--- src/rtl/sort_engine.sv ---
// In-place exchange sorter for DEPTH words held in an external RAM with
// combinational read and synchronous write. For each i, every later word j
// is compared against M[i] and exchanged when out of order, so M[i] ends up
// holding the extreme value of the remaining range. Direction is chosen per
// run; signed or unsigned compare is fixed per instance.
//
// state  | meaning
// -------+-----------------------------------------------------------
// IDLE   | waiting for start; swap_cnt holds the last run's total
// LOAD_A | read M[i] into A, set j to i+1
// LOAD_B | read M[j] into B
// CMP    | decide swap, or advance j / i, or finish
// WR_I   | write B into M[i]
// WR_J   | write A into M[j], A takes B, count the swap, then advance
// DONE   | one-cycle done pulse
module sort_engine #(
    parameter int DW     = 8,
    parameter int DEPTH  = 8,
    parameter int AW     = 3,
    parameter int SIGNED = 0,
    parameter int CW     = 16
) (
    input  logic          clk,
    input  logic          rst,
    input  logic          start,
    input  logic          desc,
    output logic          busy,
    output logic          done,
    output logic [CW-1:0] swap_cnt,
    output logic [AW-1:0] mem_addr,
    input  logic [DW-1:0] mem_rdata,
    output logic [DW-1:0] mem_wdata,
    output logic          mem_we
);

    typedef enum logic [2:0] {
        IDLE   = 3'd0,
        LOAD_A = 3'd1,
        LOAD_B = 3'd2,
        CMP    = 3'd3,
        WR_I   = 3'd4,
        WR_J   = 3'd5,
        DONE   = 3'd6
    } state_t;

    // Terminal indices; i and j stop here rather than wrapping.
    localparam logic [AW-1:0] LAST_I = AW'(DEPTH - 2);
    localparam logic [AW-1:0] LAST_J = AW'(DEPTH - 1);

    state_t          state_q, state_d;
    logic [AW-1:0]   i_q, j_q;
    logic [DW-1:0]   a_q, b_q;
    logic            desc_q;

    logic            accept, load_a, load_b, inc_i, inc_j, wr_j, step;
    logic            a_gt_b, b_gt_a, swap_need;
    logic            last_i, last_j;

    // Magnitude compare of the held pair, signed or unsigned per instance.
    generate
        if (SIGNED != 0) begin : g_signed
            assign a_gt_b = $signed(a_q) > $signed(b_q);
            assign b_gt_a = $signed(b_q) > $signed(a_q);
        end else begin : g_unsigned
            assign a_gt_b = a_q > b_q;
            assign b_gt_a = b_q > a_q;
        end
    endgenerate

    // Equal words never swap, which keeps duplicates in place.
    assign swap_need = desc_q ? b_gt_a : a_gt_b;
    assign last_i    = (i_q == LAST_I);
    assign last_j    = (j_q == LAST_J);

    // State register.
    always_ff @(posedge clk or posedge rst) begin
        if (rst) begin
            state_q <= IDLE;
        end else begin
            state_q <= state_d;
        end
    end

    // Next-state decode, RAM port drive and datapath strobes.
    always_comb begin
        state_d   = state_q;
        busy      = (state_q != IDLE);
        done      = 1'b0;
        mem_addr  = '0;
        mem_wdata = '0;
        mem_we    = 1'b0;
        accept    = 1'b0;
        load_a    = 1'b0;
        load_b    = 1'b0;
        inc_i     = 1'b0;
        inc_j     = 1'b0;
        wr_j      = 1'b0;
        step      = 1'b0;

        case (state_q)
            IDLE: begin
                if (start) begin
                    accept  = 1'b1;
                    state_d = LOAD_A;
                end
            end
            LOAD_A: begin
                mem_addr = i_q;
                load_a   = 1'b1;
                state_d  = LOAD_B;
            end
            LOAD_B: begin
                mem_addr = j_q;
                load_b   = 1'b1;
                state_d  = CMP;
            end
            CMP: begin
                if (swap_need) begin
                    state_d = WR_I;
                end else begin
                    step = 1'b1;
                end
            end
            WR_I: begin
                mem_addr  = i_q;
                mem_wdata = b_q;
                mem_we    = 1'b1;
                state_d   = WR_J;
            end
            WR_J: begin
                mem_addr  = j_q;
                mem_wdata = a_q;
                mem_we    = 1'b1;
                wr_j      = 1'b1;
                step      = 1'b1;
            end
            DONE: begin
                done    = 1'b1;
                state_d = IDLE;
            end
            default: begin
                state_d = IDLE;
            end
        endcase

        // Shared advance: next j, else next i, else finished.
        if (step) begin
            if (last_j) begin
                if (last_i) begin
                    state_d = DONE;
                end else begin
                    inc_i   = 1'b1;
                    state_d = LOAD_A;
                end
            end else begin
                inc_j   = 1'b1;
                state_d = LOAD_B;
            end
        end
    end

    // Index, operand and swap-count registers.
    always_ff @(posedge clk or posedge rst) begin
        if (rst) begin
            i_q      <= '0;
            j_q      <= '0;
            a_q      <= '0;
            b_q      <= '0;
            desc_q   <= 1'b0;
            swap_cnt <= '0;
        end else begin
            if (accept) begin
                i_q      <= '0;
                desc_q   <= desc;
                swap_cnt <= '0;
            end
            if (load_a) begin
                a_q <= mem_rdata;
                j_q <= i_q + 1'b1;
            end
            if (load_b) begin
                b_q <= mem_rdata;
            end
            if (inc_i) begin
                i_q <= i_q + 1'b1;
            end
            if (inc_j) begin
                j_q <= j_q + 1'b1;
            end
            // After the exchange M[i] holds the old B, so A must follow it.
            if (wr_j) begin
                a_q <= b_q;
                if (swap_cnt != '1) begin
                    swap_cnt <= swap_cnt + 1'b1;
                end
            end
        end
    end

endmodule

--- config.mk ---
export PLATFORM = sky130hd
export DESIGN_NAME = sort_engine
export DESIGN_NICKNAME = d
export VERILOG_FILES = /design/src/rtl/sort_engine.sv
export SDC_FILE = /design/constraint.sdc
export NUM_CORES = 1
export LEC_CHECK = 0
export CORE_ASPECT_RATIO = 1.5
export CORE_MARGIN = 2
export CORE_UTILIZATION = 30
export DETAILED_ROUTE_END_ITERATION = 10
export HOLD_SLACK_MARGIN = 0.03
export REMOVE_ABC_BUFFERS = 1
export SETUP_SLACK_MARGIN = 0.05
export SYNTH_ARGS = -nofsm -noshare
export SYNTH_HDL_FRONTEND = slang
export SYNTH_SLANG_ARGS = --single-unit
--- constraint.sdc ---
create_clock -name clk -period 1.9 [get_ports clk]
set_input_delay 0.57 -clock clk [delete_from_list [all_inputs] [get_ports clk]]
set_output_delay 0.57 -clock clk [all_outputs]
set_load 0.02 [all_outputs]
== After elaboration in Yosys (flattened, before gate mapping) ==
Index checks and enable logic that the tools add are counted.

* Register bits after elaboration: 42
* Bits of input ports: 12
* Output and inout bits: 30
* Logic and storage cells: 65

* Add/subtract/negate cells: 3
* Magnitude comparators: 2
* Equality and inequality tests: 12
* Muxes and demuxes: 32
* Reduce and logical (&&, ||, !) cells: 9

{| class="wikitable"
|+ Operator list
! operator !! count
|-
| 16-bit 2-to-1 mux || 3
|-
| 3-bit 2-to-1 mux || 9
|-
| 3-bit one-hot mux with 6 select lines || 1
|-
| 16-bit by 1-bit adder with 16-bit output (second input constant) || 1
|-
| 8-bit greater-than comparator || 2
|-
| 8-bit 2-to-1 mux || 2
|-
| 16-bit inequality test (second input constant) || 1
|-
| 8-bit one-hot mux with 2 select lines || 1
|-
| 3-bit == test (second input constant) || 5
|-
| 1-bit 2-to-1 mux || 14
|-
| 3-bit by 1-bit adder with 3-bit output (second input constant) || 2
|-
| 3-bit by 2-bit == test with 1-bit output (second input constant) || 2
|-
| 3-bit inequality test (second input constant) || 2
|-
| 3-bit one-hot mux with 2 select lines || 1
|-
| 2-bit nonzero test || 3
|-
| 2-bit OR reduction || 3
|-
| 3-bit by 1-bit == test with 1-bit output (second input constant) || 1
|-
| 3-bit zero test || 1
|-
| 3-bit AND reduction || 1
|-
| 3-bit nonzero test || 1
|-
| 2-bit inequality test (second input constant) || 1
|-
| 1-bit one-hot mux with 2 select lines || 1
|}

== Longest topological paths before layout ==
* Depth in word-level cells: 6
* Gate-level depth with buffers: 8

== Worst setup path before layout ==
OpenSTA, ideal clock, no wires.

* Path type: reg-to-output
* From: register state_q[0]
* To: output mem_addr[2]
* Arrival time: 1.488 ns
* Required time: 1.330 ns
* Path slack: -0.158 ns
* Cell stages (with the launch flop): 5
* Cell sequence: dfrtp_1 buf_4 buf_1 a21oi_1 o21ai_0

* Longest elaborated chain between the ends: 3
* Elaborated cells between the ends (all ways): 7
* Classes of those cells: eq/ne (4); mux (1); reduce/logical (2)

{| class="wikitable"
|+ Ends and longest elaborated chain
! what !! line !! source
|-
| start, declared || 50 || <nowiki>state_t state_q, state_d;</nowiki>
|-
| start signal, assigned || 80 || <nowiki>state_q <= state_d;</nowiki>
|-
| 3-bit == test, or another cell as far along || 100 || <nowiki>case (state_q)</nowiki>
|-
| 2-bit OR reduction (no source line) || -- ||
|-
| 3-bit one-hot mux with 2 select lines * || 100 ||
|-
| end, declared || 30 || <nowiki>output logic [AW-1:0] mem_addr,</nowiki>
|}

Every way passes the cells marked *; elsewhere a longest branch is shown, timed or not.

== Final worst setup path ==
* From: register state_q[2]
* To: output mem_addr[1]

The elaborated chain is that of the path after synthesis.

==> report_table.html <==
<table>
<tr><th>Metric</th><th>Value</th></tr>
<tr><th colspan="2">Status</th></tr>
<tr><td>Outcome</td><td>complete, but fails checks</td></tr>
<tr><td>Violations in the final reports</td><td>negative setup slack</td></tr>
<tr><th colspan="2">Detailed routing</th></tr>
<tr><td>Met3 WL</td><td>245 µm</td></tr>
<tr><td>Met2 wire length</td><td>3841 µm</td></tr>
<tr><td>Vias after detailed routing</td><td>2354</td></tr>
<tr><td>Router iterations before antenna repair</td><td>4</td></tr>
<tr><td>Max Used Layer</td><td>met4</td></tr>
<tr><td>Total wirelength of the detailed-routed design</td><td>7057 µm</td></tr>
<tr><td>Drt initial violations</td><td>79</td></tr>
<tr><td>Met1 wire length</td><td>2799 µm</td></tr>
<tr><td>Vias per cell</td><td>4.987</td></tr>
<tr><td>Final antenna-violating net count</td><td>0</td></tr>
<tr><td>DRC violations left</td><td>0</td></tr>
<tr><td>Wire length per cell after detailed routing</td><td>14.95 µm</td></tr>
<tr><th colspan="2">Cells and area</th></tr>
<tr><td>Post-layout nets</td><td>390</td></tr>
<tr><td>Utilization of the core after routing</td><td>47.34%</td></tr>
<tr><td>Finished Layout Cells</td><td>472</td></tr>
<tr><td>Area delta synth-&gt;final</td><td>55.34%</td></tr>
<tr><td>Diode count</td><td>0</td></tr>
<tr><td>Share of cells above drive strength 1</td><td>38.90%</td></tr>
<tr><th colspan="2">Setup path</th></tr>
<tr><td>Endpoint kind of the worst setup timing path</td><td>output port</td></tr>
<tr><td>CP Data Required Time</td><td>1330 ps</td></tr>
<tr><td>Cells along the critical path</td><td>buf_6 -&gt; nor3b_4 -&gt; or2_4 -&gt; a22o_1 -&gt; buf_6</td></tr>
<tr><td>CP Class</td><td>flop to output port</td></tr>
<tr><td>Slowest stage delay, CP</td><td>450 ps</td></tr>
<tr><td>Arrival time at the worst endpoint</td><td>1540 ps</td></tr>
<tr><td>Crit Path Max Fanout</td><td>5</td></tr>
<tr><td>Crit path launch type</td><td>flop</td></tr>
<tr><td>Highest-delay cell along the critical path</td><td>sky130_fd_sc_hd__dfrtp_2</td></tr>
<tr><td>Most used cell along the critical path</td><td>sky130_fd_sc_hd__buf_6</td></tr>
<tr><th colspan="2">Power</th></tr>
<tr><td>Logic pwr share</td><td>61.7%</td></tr>
<tr><td>Power share of the clock group</td><td>14.1%</td></tr>
<tr><td>P per Cell Area</td><td>1488 mW/mm²</td></tr>
<tr><td>Proportion of total power due to net switching</td><td>38.97%</td></tr>
<tr><td>Total leakage power</td><td>1.812 nW</td></tr>
<tr><td>Cell-internal power</td><td>3.571 mW</td></tr>
<tr><td>Net switching power of the design</td><td>2.280 mW</td></tr>
<tr><td>Peak supply drop</td><td>0.5711 mV</td></tr>
<tr><td>Post-layout power</td><td>5.852 mW</td></tr>
<tr><td>Part of the power in registers</td><td>24.2%</td></tr>
<tr><th colspan="2">Logic synthesis</th></tr>
<tr><td>Combined area of all synthesized cells</td><td>0.002532 mm²</td></tr>
<tr><td>Synthesized instance count</td><td>268</td></tr>
<tr><td>Async SR Flop Fraction</td><td>100.0%</td></tr>
<tr><td>Per-instance average area after synthesis</td><td>9.449 µm²</td></tr>
<tr><td>Post-synth EDFFs</td><td>0</td></tr>
<tr><td>Number of distinct standard cells referenced by the synthesized netlist</td><td>48</td></tr>
<tr><td>Yosys Warn Count</td><td>0</td></tr>
<tr><td>Share of the yosys chip area belonging to registers</td><td>41.50%</td></tr>
<tr><td>Leading register cell type out of synthesis</td><td>sky130_fd_sc_hd__dfrtp_1</td></tr>
<tr><td>Yosys reg bits</td><td>42</td></tr>
<tr><th colspan="2">Clocking</th></tr>
<tr><td>Clock tree from TritonCTS</td><td>done</td></tr>
<tr><td>Max H-tree Level</td><td>2</td></tr>
<tr><td>Register clock-pin slew on the reported worst setup and hold paths</td><td>60 ps</td></tr>
<tr><td>Number of buffers inserted during clock tree synthesis</td><td>5</td></tr>
<tr><td>Total number of clock tree sinks</td><td>42</td></tr>
<tr><td>Source-to-sink clock delay at the later pin of the worst-skew pair</td><td>290 ps</td></tr>
<tr><td>Buffer levels on the longest clock path</td><td>2</td></tr>
<tr><td>Master cell of the clock root buffer</td><td>sky130_fd_sc_hd__clkbuf_16</td></tr>
<tr><th colspan="2">Timing</th></tr>
<tr><td>Clock Skews</td><td>7.568 ps</td></tr>
<tr><td>Slew Limit Fails</td><td>0</td></tr>
<tr><td>Maximum clock frequency</td><td>474.4 MHz</td></tr>
<tr><td>Setup-violating endpoint count in the final report</td><td>22</td></tr>
<tr><td>Final setup TNS</td><td>-2368 ps</td></tr>
<tr><td>Slew at the pin closest to its max-slew limit</td><td>314.3 ps</td></tr>
<tr><td>Shortest period the worst path allows</td><td>2108 ps</td></tr>
<tr><td>Final period utilization</td><td>110.9%</td></tr>
<tr><td>Number of failing hold endpoints at the final stage</td><td>0</td></tr>
<tr><td>Max-Slew Margin vs Limit</td><td>78.87%</td></tr>
<tr><td>Final setup margin</td><td>-208.0 ps</td></tr>
<tr><td>RSZ-0062 raised after global routing</td><td>true</td></tr>
<tr><th colspan="2">Global routing</th></tr>
<tr><td>Number of antenna violations at the first check in global routing</td><td>0</td></tr>
<tr><td>Global-route wire length before repair</td><td>11490 µm</td></tr>
<tr><td>Global router's overall resource usage</td><td>16.00%</td></tr>
<tr><td>Number of global-route vias before repair</td><td>2399</td></tr>
<tr><td>Global route overflow</td><td>0</td></tr>
<tr><td>Pin count of the biggest net entering global routing</td><td>43</td></tr>
<tr><th colspan="2">Placed design</th></tr>
<tr><td>Total placed cells including tap cells</td><td>451</td></tr>
<tr><td>DP Wirelength</td><td>4796 µm</td></tr>
<tr><td>Port-buffer cells</td><td>41</td></tr>
<tr><td>Final weighted congestion of routability-driven global placement</td><td>0.8729</td></tr>
<tr><th colspan="2">Floorplan</th></tr>
<tr><td>DIE WIDTH</td><td>79.02 µm</td></tr>
<tr><td>Core Rows</td><td>41</td></tr>
<tr><td>DIE HEIGHT</td><td>116.5 µm</td></tr>
<tr><td>Area enclosed by the die boundary</td><td>0.009207 mm²</td></tr>
<tr><td>Starting density of the core</td><td>30.47%</td></tr>
<tr><td>Core box area</td><td>0.008310 mm²</td></tr>
<tr><td>I/O pin total</td><td>42</td></tr>
<tr><th colspan="2">Hold path</th></tr>
<tr><td>Class of the tightest hold or removal check</td><td>flop to flop</td></tr>
<tr><th colspan="2">Flow run</th></tr>
<tr><td>Max-cap violations</td><td>0</td></tr>
</table>
synthesized netlist by cell type (all sizes together) (3+ instances only):
master	n	share of area, %
dfrtp	42	42
nand2	33	4.9
nor2	22	3.6
mux2i	21	8.3
o21ai	19	3.8
inv	17	2.5
ha	13	6.4
nand3	12	2.4
mux2	9	4.0
o211ai	8	2.4
buf	7	1.8
a21oi	5	0.99
nand4	5	1.2
xnor2	5	1.7
and2	4	0.99
clkbuf	4	0.59
nor3	4	0.99
o311ai	4	1.4
and4	3	1.0
o22ai	3	0.99
cell type report:
cell class	instances	area, µm²
inverter	17	63.81
sequential	42	1055
timing repair buffer	101	913.4
clock buffer	5	125.1
multi-input combinational	198	1633
clock inverter	2	10.01
tap	107	133.9
fill	800	4377
worst paths after layout:
| kind | from | to | slack (ps) | depth (start not counted) |
|---|---|---|---|---|
| setup / recovery | state_q[2]$_DFFE_PP0P_ | mem_addr[1] | -210 | 5 |
| hold / removal | swap_cnt[11]$_DFF_PP0_ | swap_cnt[11]$_DFF_PP0_ | 510 | 1 |
| setup reg to reg | a_q[1]$_DFFE_PP0P_ | j_q[0]$_DFFE_PP0P_ | -130 | 8 |
| hold reg to reg | swap_cnt[11]$_DFF_PP0_ | swap_cnt[11]$_DFF_PP0_ | 510 | 1 |
| max in group asynchronous | rst | state_q[1]$_DFFE_PP0P_ | 1010 | 3 |
| min in group asynchronous | rst | a_q[7]$_DFFE_PP0P_ | 640 | 3 |
cell families after synthesis:
group           Yosys count  share of synthesized area (%)
fa+ha+maj                13                          6.423
xor+xnor                  7                          2.421
compound gates           52                          13.59
mux                      30                          12.30
buf+inv                  28                          4.891
flops                    42                          41.50
simple gates             96                          18.87
cell usage in the layout (no fill, tap or decap), types with 3 or more instances in the layout:
cell type	n
sky130_fd_sc_hd__a21oi_2	3
sky130_fd_sc_hd__and2_1	3
sky130_fd_sc_hd__buf_4	53
sky130_fd_sc_hd__buf_6	17
sky130_fd_sc_hd__clkbuf_16	6
sky130_fd_sc_hd__clkdlybuf4s50_1	11
sky130_fd_sc_hd__dfrtp_1	39
sky130_fd_sc_hd__dfrtp_2	3
sky130_fd_sc_hd__dlygate4sd2_1	15
sky130_fd_sc_hd__ha_1	9
sky130_fd_sc_hd__ha_4	4
sky130_fd_sc_hd__inv_1	10
sky130_fd_sc_hd__inv_2	7
sky130_fd_sc_hd__mux2_2	9
sky130_fd_sc_hd__mux2i_1	20
sky130_fd_sc_hd__nand2_1	31
sky130_fd_sc_hd__nand3_1	11
sky130_fd_sc_hd__nand4_1	5
sky130_fd_sc_hd__nor2_1	15
sky130_fd_sc_hd__nor2_2	5
sky130_fd_sc_hd__nor3_4	3
sky130_fd_sc_hd__o211ai_1	8
sky130_fd_sc_hd__o21ai_0	13
sky130_fd_sc_hd__o21ai_1	4
sky130_fd_sc_hd__o311ai_1	4
sky130_fd_sc_hd__xnor2_1	4
through the flow:
stage | area, µm² | setup slack [ps] | hold slack (ps)
after CTS | 3741 | -169.7 | 514.3
after global placement | 3374 | -360.9 | 501.5
after detailed placement | 3374 | -386.9 | 510.5
after floorplan | 2472 | -684.7 | 471.1
final | 3934 | -208.0 | 510.0
after global routing | 3934 | -276.3 | 553.8
registers in the layout, indices dropped and copies added (netlist names):
| signal | cells |
|---|---|
| swap_cnt | 16 |
| state_q | 3 |
| j_q | 3 |
| b_q | 8 |
| desc_q | 1 |
| i_q | 3 |
| a_q | 8 |
routing by layer:
| metal | global-route usage, % | up-vias |
|---|---|---|
| met3 | 3.091 | 13 |
| met2 | 30.17 | 42 |
| met4 | 6.207 | 0 |
| met5 | 0 | - |
| met1 | 17.47 | 1142 |
| li1 | - | 1157 |
power by group through the flow:
stage | logic, mW | clock network [mW] | registers (mW)
6_report | 3.61 | 0.827 | 1.41
5_1_grt | 3.92 | 0.879 | 1.45
4_1_cts | 3.18 | 0.845 | 1.40
3_5_place_dp | 2.63 | 0 | 1.37
3_3_place_gp | 2.56 | 0 | 1.36
2_1_floorplan | 1.31 | 0 | 1.46
worst max-delay path, delay by kind of cell, from the launching register on:
family	cells	cell delay, ps
flip-flops	1	450
AO/OA/AOI/OAI	1	140
AND/OR/NAND/NOR	2	410
buffers and inverters	2	260
repair_timing:
| item | CTS | global route |
|---|---|---|
| setup endpoints to repair | 39 | 34 |
| pin swaps | 17 | 12 |
| buffers inserted | 6 | 9 |
| gates cloned | 0 | 1 |
| gates resized for setup | 145 | 31 |
| endpoints found under the hold margin | 0 | 0 |
| hold buffers | 0 | 0 |
No activity file was read; power rests on OpenSTA's default activity.
